<file path="src/rtl/uart_transmit.sv">
// uart_transmit: 8N1 LSB-first UART transmitter with a one-byte holding register,
// sticky overrun flag and a level drain interrupt.
module uart_transmit (
  input  logic        clk,
  input  logic        rst,
  input  logic [31:0] clk_div,
  input  logic [7:0]  tx_data,
  input  logic        write,
  input  logic        irq_en,
  input  logic        clr_ovr,
  output logic        tx,
  output logic        full,
  output logic        busy,
  output logic        overrun,
  output logic        irq
);
  typedef enum logic [1:0] {IDLE, START, DATA, STOP} state_t;
  state_t      state_q, state_d;
  logic [7:0]  hold_q, hold_d, shift_q, shift_d;
  logic [2:0]  bit_q, bit_d;
  logic [31:0] cnt_q, cnt_d, per_q, per_d;
  logic        full_q, full_d, tx_q, tx_d, ovr_q, ovr_d, irq_q, irq_d;
  logic        accept, done, load, drained;
  assign accept  = write & ~full_q;
  assign done    = cnt_q == per_q - 32'd1;
  assign load    = full_q & (state_q == IDLE | (state_q == STOP & done));
  assign drained = state_q == STOP & done & ~full_q;
  always_comb begin
    state_d = state_q;
    shift_d = shift_q;
    bit_d   = bit_q;
    per_d   = per_q;
    tx_d    = tx_q;
    cnt_d   = (state_q == IDLE | done) ? 32'd0 : cnt_q + 32'd1;
    hold_d  = accept ? tx_data : hold_q;
    full_d  = accept | (full_q & ~load);
    ovr_d   = (write & full_q) | (ovr_q & ~clr_ovr);
    irq_d   = irq_en & ~accept & (irq_q | drained);
    case (state_q)
      IDLE: tx_d = 1'b1;
      START: if (done) begin
        state_d = DATA;
        bit_d   = 3'd0;
        tx_d    = shift_q[0];
      end
      DATA: if (done) begin
        bit_d   = bit_q + 3'd1;
        shift_d = shift_q >> 1;
        tx_d    = bit_q == 3'd7 ? 1'b1 : shift_q[1];
        state_d = bit_q == 3'd7 ? STOP : DATA;
      end
      STOP: if (done) begin
        state_d = IDLE;
        tx_d    = 1'b1;
      end
      default: begin
        state_d = IDLE;
        tx_d    = 1'b1;
        shift_d = '0;
        hold_d  = '0;
        bit_d   = '0;
        cnt_d   = '0;
        per_d   = 32'd1;
        full_d  = 1'b0;
        ovr_d   = 1'b0;
        irq_d   = 1'b0;
      end
    endcase
    // loading from IDLE or at stop completion starts the next frame with no gap
    if (load) begin
      state_d = START;
      shift_d = hold_q;
      per_d   = clk_div == 32'd0 ? 32'd1 : clk_div;
      cnt_d   = 32'd0;
      tx_d    = 1'b0;
    end
  end
  always_ff @(posedge clk) begin
    if (!rst) begin
      state_q <= IDLE;
      shift_q <= '0;
      hold_q  <= '0;
      bit_q   <= '0;
      cnt_q   <= '0;
      per_q   <= 32'd1;
      full_q  <= 1'b0;
      tx_q    <= 1'b1;
      ovr_q   <= 1'b0;
      irq_q   <= 1'b0;
    end else begin
      state_q <= state_d;
      shift_q <= shift_d;
      hold_q  <= hold_d;
      bit_q   <= bit_d;
      cnt_q   <= cnt_d;
      per_q   <= per_d;
      full_q  <= full_d;
      tx_q    <= tx_d;
      ovr_q   <= ovr_d;
      irq_q   <= irq_d;
    end
  end
  assign tx      = tx_q;
  assign full    = full_q;
  assign busy    = (state_q != IDLE) | full_q;
  assign overrun = ovr_q;
  assign irq     = irq_q;
endmodule

</file>
<file path="config.mk">
export PLATFORM = sky130hd
export DESIGN_NAME = uart_transmit
export DESIGN_NICKNAME = d
export VERILOG_FILES = /design/src/rtl/uart_transmit.sv
export SDC_FILE = /design/constraint.sdc
export NUM_CORES = 1
export LEC_CHECK = 0
export CORE_MARGIN = 2
export CORE_UTILIZATION = 50
export CTS_CLUSTER_SIZE = 24
export DETAILED_ROUTE_END_ITERATION = 10
export GPL_TIMING_DRIVEN = 0
export PLACE_DENSITY_LB_ADDON = 0.12
export SLEW_MARGIN = 20
export SYNTH_ARGS = -nofsm -noshare
export SYNTH_HDL_FRONTEND = slang
export SYNTH_SLANG_ARGS = --single-unit
</file>
<file path="constraint.sdc">
create_clock -name clk -period 8.78 [get_ports clk]
set_input_delay 1.317 -clock clk [delete_from_list [all_inputs] [get_ports clk]]
set_output_delay 1.317 -clock clk [all_outputs]
set_load 0.02 [all_outputs]
</file>
== Word level (Yosys, flattened, before mapping) ==
Cells that the tools add are included.
Word-level totals
  flip-flop bits (word level): 89
  input port bits: 45
  output and inout bits: 5
  word-level logic and storage cells: 79
Cells by class
  add/sub/neg operators: 3
  equality and inequality tests: 11
  muxes and demuxes: 19
  bitwise gates (word level): 20
  reductions and logical operators: 15
Operators with widths (number)
  adder 32 x 1 -> 32 bit, second input constant: 1
  == test 32 bit: 1
  logical NOT 32 bit: 1
  two-way mux 32 bit: 1
  subtractor 32 x 1 -> 32 bit, second input constant: 1
  two-way mux 8 bit: 3
  AND 1 bit: 9
  inequality test 3 bit, second input constant: 3
  AND reduction 4 bit: 2
  nonzero test 2 bit: 4
  two-way mux 1 bit: 7
  two-way mux 2 bit: 3
  two-way mux 3 bit: 2
  inequality test 2 bit, second input constant: 3
  bitwise OR 1 bit: 6
  case mux 2 bit (3 select lines): 1
  case mux 3 bit (2 select lines): 1
  AND reduction 3 bit: 2
  NOT 1 bit: 5
  == test 2 bit, second input constant: 2
  case mux 1 bit (4 select lines): 1
  nonzero test 4 bit: 1
  adder 3 x 1 -> 3 bit, second input constant: 1
  == test 3 bit, second input constant: 1
  other kinds (6): 6

== Depth between registers and ports, before layout ==
Gate-level depths: netlist of the first run.
  depth after elaboration: 8
  depth in mapped cells: 13

== Worst setup path after synthesis of the first run ==
OpenSTA, ideal clock, no wires.
  path kind: register to register
  start point: reg per_q[21]
  end point: reg per_q[10]
  arrival: 3.433 ns
  data required time: 8.708 ns
  setup slack: 5.275 ns
  stages on the path, launching flop included: 12
  buffers on the path: 3
  period minus slack after synthesis: 3.505 ns
  cell sequence: dfxtp_1 > or4_4 > or4b_1 > a31oi_1 > a31oi_1 > or4_4 > or4_4 > buf_6 > o21ai_2 > buf_6 > buf_8 > mux2i_1
On the way
  longest elaborated chain between the ends: 5
RTL lines
  start: declaration: RTL line 21  | logic [31:0] cnt_q, cnt_d, per_q, per_d;
  start signal: assignment: RTL line 96  | per_q <= per_d;
  subtractor 32 x 1 -> 32 bit: RTL line 25  | assign done = cnt_q == per_q - 32'd1;
  == test 32 bit: RTL line 25
  AND 1 bit: RTL line 26  | assign load = full_q & (state_q == IDLE | (state_q == STOP & done));
  bitwise OR 1 bit: RTL line 26
  AND 1 bit: RTL line 26
Every way passes these cells.
A chain may end at the register's enable or synchronous reset.

== Worst setup path in the final report of the first run ==
  start point: reg per_q[0]
  end point: reg per_q[13]
Same word-level chain as after synthesis.

==> metrics.csv, run 1 <==
metric,value,unit
status,"finished, final reports clean",
die_height,106,um
synth_cell_type_count,54,
core_area,10200,um^2
path_common_cell,buf_6,
yosys.area_share.adder,2.17,%
hold_path_class,register to register,
antenna_cells,0,
grt_pass1_vias,4594,
synth-compound-area-share,9.78,%
cap_violations,0,
first_iter_violations,240,
post-synth-top-count-cell,nand2_1,
hold_path.startpoint,hold_q[5],
leakage,2.11,nW
hpwl,10000,um
grt.total_usage,24.5,%
netSwitchingPower,302,uW
worstHoldPathCells,2,
synth_nets,697,
cts.sinks,89,
slew_violations,0,
timing.slew.headroom,33.8,%
dieWidth,106,um
setup_slack,4.54,ns
setup_viol,0,
place.gp.congestion,0.902,
cts_tree,done,
r2r_slack,4.54,ns
ys.flop_type,dfxtp_1,
routed_wl,13000,um
num_vias,4686,
grt_first_pass_wirelength,21900,um
cts_max_path_buffers,2,
drive_gt1_share,4.52,%
clockRootBuffer,clkbuf_8,
p_sw_share,31.4,%
endpoint_kind,register,
synth-simple-area-share,29.4,%
cp_num_buf_inv,4,
layout_min_cycle_time,4.24,ns
ant_nets,0,
synth_xor_area_share,11.8,%
power_frac_seq,46.5,%
syn_inst,643,
grt_max_degree,16,
critPathKind,register to register,
synth_commonest_cells,"nand2_1 (111), dfxtp_1 (89), nor2_1 (58)",
cp_cell_sequence,inv_1 -> ha_1 -> nor3b_1 -> nand3_1 -> or4_1 -> xnor2_1 -> nand4_1 -> or4_4 -> buf_6 -> o21ai_2 -> buf_6 -> buf_8 -> mux2i_1,
combinationalPowerShare,23.5,%
ys_seq_area_share,34.4,%
dpl_worst_slack,4.62,ns
cts_htree_levels,3,
finish.utilization,59.4,%
netlist.area_leader.share,34.4,%
p_clk_share,30.0,%
async_flop_share,0,%
post-cts-setup-buffers,0,
worstReg2RegEnd,per_q[13],
synth_top_family_by_area,simple AND/OR/NAND/NOR gates,
ys_seq_elements,89,
hold_end,hold_q[5],
ctsResizeCount,0,
fmax,0.236,GHz
wire_per_inst,15.4,um
synth_area_leaders,"dfxtp_1 (34%), nand2_1 (8.0%), mux2i_1 (7.9%)",
p_per_area,159,nW/um^2
start_kind,register,
cts-buffers-inserted,9,
rows,37,
clk_pin_slew,0.10,ns
p_total,963,uW
rsz0062_at_grt,false,
nets,757,
hold_violations,0,
synth-warning-count,0,
synth_top_area_cell,dfxtp_1,
numPortBuffers,49,
fin_hold_ws,0.461,ns
dieArea,11200,um^2
path_max_fanout,10,
syn_area,5180,um^2
rr_startpoint,per_q[0],
cp_top_family,simple AND/OR/NAND/NOR gates,
ir_drop,0.111,mV
antenna_found_initial,0,
via_per_inst,5.55,
area_growth,16.7,%
internal-power,660,uW
clk_latency,0.38,ns
cts_hold_buf,0,
synth_edf_count,0,
required,9.08,ns
tns,0,ns
firstDrtPassIters,5,
synthMuxAreaShare,7.92,%
drc,0,
gr-total-overflow,0,
postSynthAreaPerCell,8.06,um^2
io_pins,50,
arrival,4.55,ns
max_stage_delay,0.83,ns
start_util,50.9,%
worst_slew_pin_slew,0.991,ns
slowest_stage,nor3b_1,
fin_skew,0.0165,ns
period_share,48.3,%
reg2reg_depth,13,
-- how the worst max path moves through the flow --
stage	depth (start not counted)	from	slack, ns	to
after global placement	13	per_q[0]	4.78	per_q[15]
final	13	per_q[0]	4.54	per_q[13]
after detailed placement	13	per_q[0]	4.62	per_q[11]
after CTS	13	per_q[0]	4.58	per_q[11]
after global routing	11	per_q[0]	4.25	shift_q[6]
after floorplan	11	per_q[21]	5.28	per_q[10]
-- registers in the layout, indices dropped and copies added (netlist names) --
signal	flops
overrun	1
tx	1
irq	1
bit_q	3
hold_q	8
state_q	2
cnt_q	32
per_q	32
shift_q	8
full	1
-- logic make-up (layout without fill, tap and decap cells) --
family | Yosys count | count (layout)
AOI/OAI and AO/OA | 78 | 78
xor gates and xnor gates | 70 | 70
adders and majority gates | 9 | 9
buffers and inverters | 48 | 113
DFF | 89 | 89
muxes | 41 | 41
and+or+nand+nor | 308 | 308
-- power groups by stage --
stage	combinational [mW]	sequential, mW	clock, mW
after floorplan	0.156	0.450	0
after global placement	0.218	0.455	0
after detailed placement	0.223	0.456	0
after CTS	0.224	0.447	0.297
after global routing	0.251	0.450	0.310
final	0.227	0.447	0.289
-- layout make-up --
class | count | area (um^2)
multi-input combinational | 506 | 3170
clock inverter | 5 | 65.1
fill | 946 | 4140
timing repair buffer | 49 | 490
buffer | 36 | 189
clock buffer | 11 | 131
tap | 136 | 170
sequential | 89 | 1780
inverter | 12 | 45.0
-- metal layers --
metal  track usage [%]  vias up  part of all wire, %
li1                  -     2362                    -
met1              31.1     2175                   46
met2              41.3      130                   47
met3              5.44       19                  4.9
met4              7.61        0                  1.6
met5                 0        -                    0
-- placed cells by master (no fill, tap or decap), types with 26 or more instances in the layout --
| cell type | n |
|---|---|
| nand2_1 | 111 |
| clkdlybuf4s50_1 | 49 |
| dfxtp_1 | 89 |
| a21oi_1 | 26 |
| mux2i_1 | 41 |
| nor2_1 | 58 |
| xnor2_1 | 35 |
| xor2_1 | 35 |
| clkbuf_1 | 28 |
| nand3_1 | 27 |
-- per-stage QoR --
stage | instances | cell area (um^2)
2_1_floorplan | 643 | 5180
6_report | 844 | 6050
4_1_cts | 844 | 6040
3_5_place_dp | 828 | 5840
5_1_grt | 844 | 6050
3_3_place_gp | 828 | 5840
-- worst reg2reg max path, stage by stage, from the launching register on --
cell and delay (ns):
dfxtp_1 0.40, inv_1 0.10, ha_1 0.25, nor3b_1 0.83, nand3_1 0.35, or4_1 0.51
xnor2_1 0.16, nand4_1 0.16, or4_4 0.57, buf_6 0.16, o21ai_2 0.12, buf_6 0.18
buf_8 0.18, mux2i_1 0.20
Note: power is estimated with default switching activity, not from simulation.
==> run 2: changes to the inputs <==
==> constraint.sdc (replaced) <==
create_clock -name clk -period 3.8 [get_ports clk]
set_input_delay 0.57 -clock clk [delete_from_list [all_inputs] [get_ports clk]]
set_output_delay 0.57 -clock clk [all_outputs]
set_load 0.02 [all_outputs]
==> run 2 against run 1 <==
Net effect:
- clock skew up 0.0015 ns
- combinational power grew to 2.6 times the previous value
- via count is 2.1% higher
- largest cell class unchanged
- cell count is 1.3% higher
- global-route usage about the same
- register-to-register slack got worse by 4.5 ns
- sequential share of layout area down 0.97 points
- first-iteration DRC count up 19%
==> metrics.csv, run 2 (synthesized netlist as in run 1, its figures left out) <==
metric,value,unit,change
rr_startpoint,per_q[21],,was per_q[0]
firstDrtPassIters,5,,unchanged
num_vias,4784,,was 4686
period_share,98.4,%,was 48.3%
cts_htree_levels,3,,unchanged
cts_tree,done,,unchanged
antenna_found_initial,0,,unchanged
cap_violations,0,,unchanged
ant_nets,0,,unchanged
critPathKind,register to register,,unchanged
endpoint_kind,register,,unchanged
ir_drop,0.258,mV,was 0.111 mV
dieArea,11200,um^2,unchanged
cts_hold_buf,0,,unchanged
final_cell_mix,"nand2_1 (111), dfxtp_1 (87), nor2_1 (58), clkdlybuf4s50_1 (49), mux2i_1 (41)",,"was nand2_1 (111), dfxtp_1 (89), nor2_1 (58), clkdlybuf4s50_1 (49), mux2i_1 (41)"
finish.utilization,61.6,%,was 59.4%
via_per_inst,5.60,,was 5.55
die_height,106,um,unchanged
arrival,4.05,ns,was 4.55 ns
stdcell_area,6270,um^2,was 6050 um^2
layout_min_cycle_time,3.74,ns,was 4.24 ns
largestRegisters,"cnt_q (32), per_q (32)",,unchanged
wire_per_inst,15.9,um,was 15.4 um
timing.slew.headroom,64.4,%,was 33.8%
fmax,0.267,GHz,was 0.236 GHz
r2r_slack,0.06,ns,was 4.54 ns
dpl_worst_slack,-0.362,ns,was 4.62 ns
final_common_cell,nand2_1,,unchanged
place.gp.congestion,0.902,,unchanged
path_max_fanout,8,,was 10
hpwl,10000,um,unchanged
numPortBuffers,49,,unchanged
hold_path.startpoint,hold_q[5],,unchanged
fin_hold_ws,0.460,ns,was 0.461 ns
fin_skew,0.0180,ns,was 0.0165 ns
core_area,10200,um^2,unchanged
first_iter_violations,286,,was 240
p_per_area,365,nW/um^2,was 159 nW/um^2
antenna_cells,0,,unchanged
worst_slew_pin_slew,0.530,ns,was 0.991 ns
grt_first_pass_wirelength,21900,um,about the same
grt_max_degree,16,,unchanged
clockRootBuffer,clkbuf_8,,unchanged
drc,0,,unchanged
rows,37,,unchanged
hold_violations,0,,unchanged
setup_slack,0.0592,ns,was 4.54 ns
start_util,50.9,%,unchanged
routed_wl,13600,um,was 13000 um
status,"finished, final reports clean",,unchanged
clk_latency,0.39,ns,was 0.38 ns
place_area,5840,um^2,unchanged
nets,768,,was 757
grt_pass1_vias,4609,,was 4594
cts.sinks,89,,unchanged
gr-total-overflow,0,,unchanged
drive_gt1_share,7.37,%,was 4.52%
hold_path_class,register to register,,unchanged
p_total,2.29,mW,was 963 uW
clk_pin_slew,0.09,ns,was 0.10 ns
leakage,2.22,nW,was 2.11 nW
dieWidth,106,um,unchanged
required,4.11,ns,was 9.08 ns
grt.total_usage,24.5,%,about the same
area_growth,21.0,%,was 16.7%
start_kind,register,,unchanged
io_pins,50,,unchanged
slew_violations,0,,unchanged
cts-buffers-inserted,9,,unchanged
setup_viol,0,,unchanged
crit_start,per_q[21],,was per_q[0]
cts_max_path_buffers,2,,unchanged
## run 2: changes by cell type in the layout (fill, tap and decap cells not counted), moves of 2 or more
cell       delta
buf_8         -3
nor4_1        -2
dfxtp_1       -2
buf_4        +10
clkbuf_1      -3
buf_6         -2
buf_12        +4
clkbuf_16     +3
## run 2: stage by stage
| stage | setup TNS [ns] | cells |
|---|---|---|
| after floorplan | 0 | 643 |
| after global placement | -12.17 | 828 |
| after detailed placement | -22.99 | 828 |
| after CTS | 0 | 845 |
| after global routing | -0.110 | 855 |
| final | 0 | 855 |
## run 2: worst paths after layout
check	endpoint	cells after the start
worst max register to register	per_q[11]	10
worst max-delay path	per_q[11]	10
worst min register to register	hold_q[5]	2
worst min-delay path	hold_q[5]	2
## run 2: final cells by class
cell class / instances / area, um^2
plain buffers: 33 / 198
clock buffers: 11 / 131
clock inverters: 5 / 65.1
fillers: 921 / 3910
inverters: 12 / 45.0
multi-input cells: 506 / 3230
flip-flops and latches: 89 / 1790
well taps: 136 / 170
repair buffers: 63 / 646
## run 2: worst max-delay path, cell delays in order (launching register included)
cell	delay, ns
dfxtp_4	0.37
or4_4	0.55
or4b_4	0.54
a31oi_1	0.20
a31oi_1	0.13
or4_4	0.53
or4_4	0.58
o21ai_4	0.23
buf_12	0.18
clkbuf_16	0.16
mux2i_1	0.18
## run 2: per-layer routing
layer | routed length (um) | global-route usage [%]
met1 | 6030 | 31.1
met2 | 6570 | 41.7
met3 | 814 | 5.32
met4 | 183 | 7.24
met5 | 0 | 0
## run 2: report_power, final
part	internal (mW)	switching [mW]
registers	0.979	0.0597
logic	0.277	0.302
clock network	0.310	0.360
## run 2: timing repair
item / CTS / global route
gates resized for setup: 6 / 15
pin swaps: 1 / 7
endpoints found under the setup margin: 80 / 69
setup buffers: 1 / 9
cloned: 0 / 4
==> run 3: changes to the inputs <==
--- a/config.mk
+++ b/config.mk
@@ -11,6 +11,7 @@
 export DETAILED_ROUTE_END_ITERATION = 10
 export GPL_TIMING_DRIVEN = 0
 export PLACE_DENSITY_LB_ADDON = 0.12
+export RECOVER_POWER = 50
 export SLEW_MARGIN = 20
 export SYNTH_ARGS = -nofsm -noshare
 export SYNTH_HDL_FRONTEND = slang
==> run 3 against run 2 <==
Net effect:
- clock skew is essentially flat
- critical path depth unchanged
- non-clock buffer count is the same
- global-route usage did not move
- hold slack about the same
- design area did not move
- via count decreased by 0.56%
- routed wire length barely moved
- combinational power is essentially flat
- clock power hardly changed
- highest routed layer unchanged
==> metrics.csv, run 3 (synthesized netlist as in run 1, its figures left out) <==
metric,value,unit,change
path_max_fanout,8,,unchanged
reg2reg_depth,10,,unchanged
fmax,0.267,GHz,about the same
area_growth,21.0,%,unchanged
leakage,2.23,nW,was 2.22 nW
clk_pin_slew,0.10,ns,was 0.09 ns
hpwl,10000,um,unchanged
hold_violations,0,,unchanged
wire_per_inst,15.9,um,about the same
drc,0,,unchanged
cts-buffers-inserted,9,,unchanged
cts_hold_buf,0,,unchanged
dp_cells,828,,unchanged
cts_htree_levels,3,,unchanged
worstReg2RegEnd,per_q[11],,unchanged
start_kind,register,,unchanged
clockRootBuffer,clkbuf_8,,unchanged
clk_latency,0.39,ns,about the same
nets,768,,unchanged
slowest_stage,or4_4,,unchanged
worst_slew_pin_slew,0.541,ns,was 0.530 ns
stdcell_area,6270,um^2,unchanged
p_per_area,365,nW/um^2,about the same
final_cell_mix,"nand2_1 (111), dfxtp_1 (87), nor2_1 (58), clkdlybuf4s50_1 (43), mux2i_1 (41)",,"was nand2_1 (111), dfxtp_1 (87), nor2_1 (58), clkdlybuf4s50_1 (49), mux2i_1 (41)"
cp_cell_sequence,or4_4 -> or4b_4 -> a31oi_1 -> a31oi_1 -> or4_4 -> or4_4 -> o21ai_4 -> buf_12 -> clkbuf_16 -> mux2i_1,,unchanged
tns,0,ns,unchanged
hold_path.startpoint,hold_q[5],,unchanged
max_stage_delay,0.58,ns,about the same
cts_tree,done,,unchanged
ir_drop,0.258,mV,about the same
start_util,50.9,%,unchanged
place.gp.congestion,0.902,,unchanged
firstDrtPassIters,5,,unchanged
via_per_inst,5.56,,was 5.60
stdcell_count,855,,unchanged
die_height,106,um,unchanged
grt_max_degree,16,,unchanged
endpoint_kind,register,,unchanged
largestRegisters,"cnt_q (32), per_q (32)",,unchanged
dieWidth,106,um,unchanged
num_vias,4757,,was 4784
timing.slew.headroom,63.7,%,was 64.4%
cts_max_path_buffers,2,,unchanged
required,4.11,ns,about the same
grt_first_pass_wirelength,21900,um,unchanged
place_area,5840,um^2,unchanged
dieArea,11200,um^2,unchanged
slew_violations,0,,unchanged
antenna_found_initial,0,,unchanged
fin_skew,0.0184,ns,was 0.0180 ns
path_common_cell,or4_4,,unchanged
cts.sinks,89,,unchanged
rr_startpoint,per_q[21],,unchanged
first_iter_violations,276,,was 286
setup_slack,0.0571,ns,was 0.0592 ns
period_share,98.5,%,was 98.4%
ant_nets,0,,unchanged
drive_gt1_share,7.37,%,unchanged
core_area,10200,um^2,unchanged
grt.total_usage,24.5,%,unchanged
status,"finished, final reports clean",,unchanged
grt_pass1_vias,4609,,unchanged
cap_violations,0,,unchanged
gr-total-overflow,0,,unchanged
dpl_worst_slack,-0.362,ns,unchanged
hold_path_class,register to register,,unchanged
layout_min_cycle_time,3.74,ns,about the same
r2r_slack,0.06,ns,about the same
setup_viol,0,,unchanged
io_pins,50,,unchanged
rows,37,,unchanged
antenna_cells,0,,unchanged
routed_wl,13600,um,about the same
hold_end,hold_q[5],,unchanged
critPathKind,register to register,,unchanged
worstHoldPathCells,2,,unchanged
numPortBuffers,49,,unchanged
final_common_cell,nand2_1,,unchanged
arrival,4.05,ns,about the same
## run 3: per-stage QoR
stage          power (mW)  util [%]  hold WS [ns]
2_1_floorplan        1.40         -         0.437
3_3_place_gp         1.56      57.4         0.447
3_5_place_dp         1.57      57.4         0.451
4_1_cts              2.24      59.7         0.464
5_1_grt              2.40      61.6         0.483
6_report             2.29      61.6         0.461
## run 3: worst max-delay path by stage
stage,startpoint,end,depth (start not counted)
6_report,per_q[21],per_q[11],10
5_1_grt,per_q[21],per_q[8],10
4_1_cts,per_q[21],per_q[11],11
3_5_place_dp,per_q[0],per_q[11],13
3_3_place_gp,per_q[0],per_q[15],13
2_1_floorplan,per_q[21],per_q[10],11
## run 3: layer usage
layer | part of all wire (%) | track usage, % | vias up | wire length (um)
li1 | - | - | 2384 | -
met1 | 45 | 31.1 | 2229 | 6170
met2 | 48 | 41.7 | 129 | 6540
met3 | 5.2 | 5.32 | 15 | 706
met4 | 1.4 | 7.24 | 0 | 190
met5 | 0 | 0 | - | 0
## run 3: worst max-delay path, delay by kind of cell (launching register included)
kind	cells	cell delay [ns]
AO/OA/AOI/OAI	3	0.56
multiplexers	1	0.18
flip-flops	1	0.37
buffers and inverters	2	0.34
AND/OR/NAND/NOR	4	2.19
## run 3: final cells by class
class / instances / area [um^2]
plain buffers: 33 / 198
clock buffers: 11 / 131
clock inverters: 5 / 65.1
fillers: 921 / 3910
inverters: 12 / 45.0
multi-input cells: 506 / 3230
flip-flops and latches: 89 / 1790
well taps: 136 / 170
repair buffers: 63 / 646
## run 3: where the power goes
group          switching [mW]  leakage, nW  internal, mW  total (mW)
Combinational           0.303         1.41         0.275       0.578
Clock                   0.363       0.0981         0.310       0.673
Sequential             0.0592        0.725         0.979        1.04
Total                   0.724         2.23          1.56        2.29
## run 3: repair_timing
item	4_1_cts	5_1_grt
buffers inserted	1	9
resized for setup	6	15
endpoints found under the setup margin	80	69
pin swaps	1	7
cloned	0	4
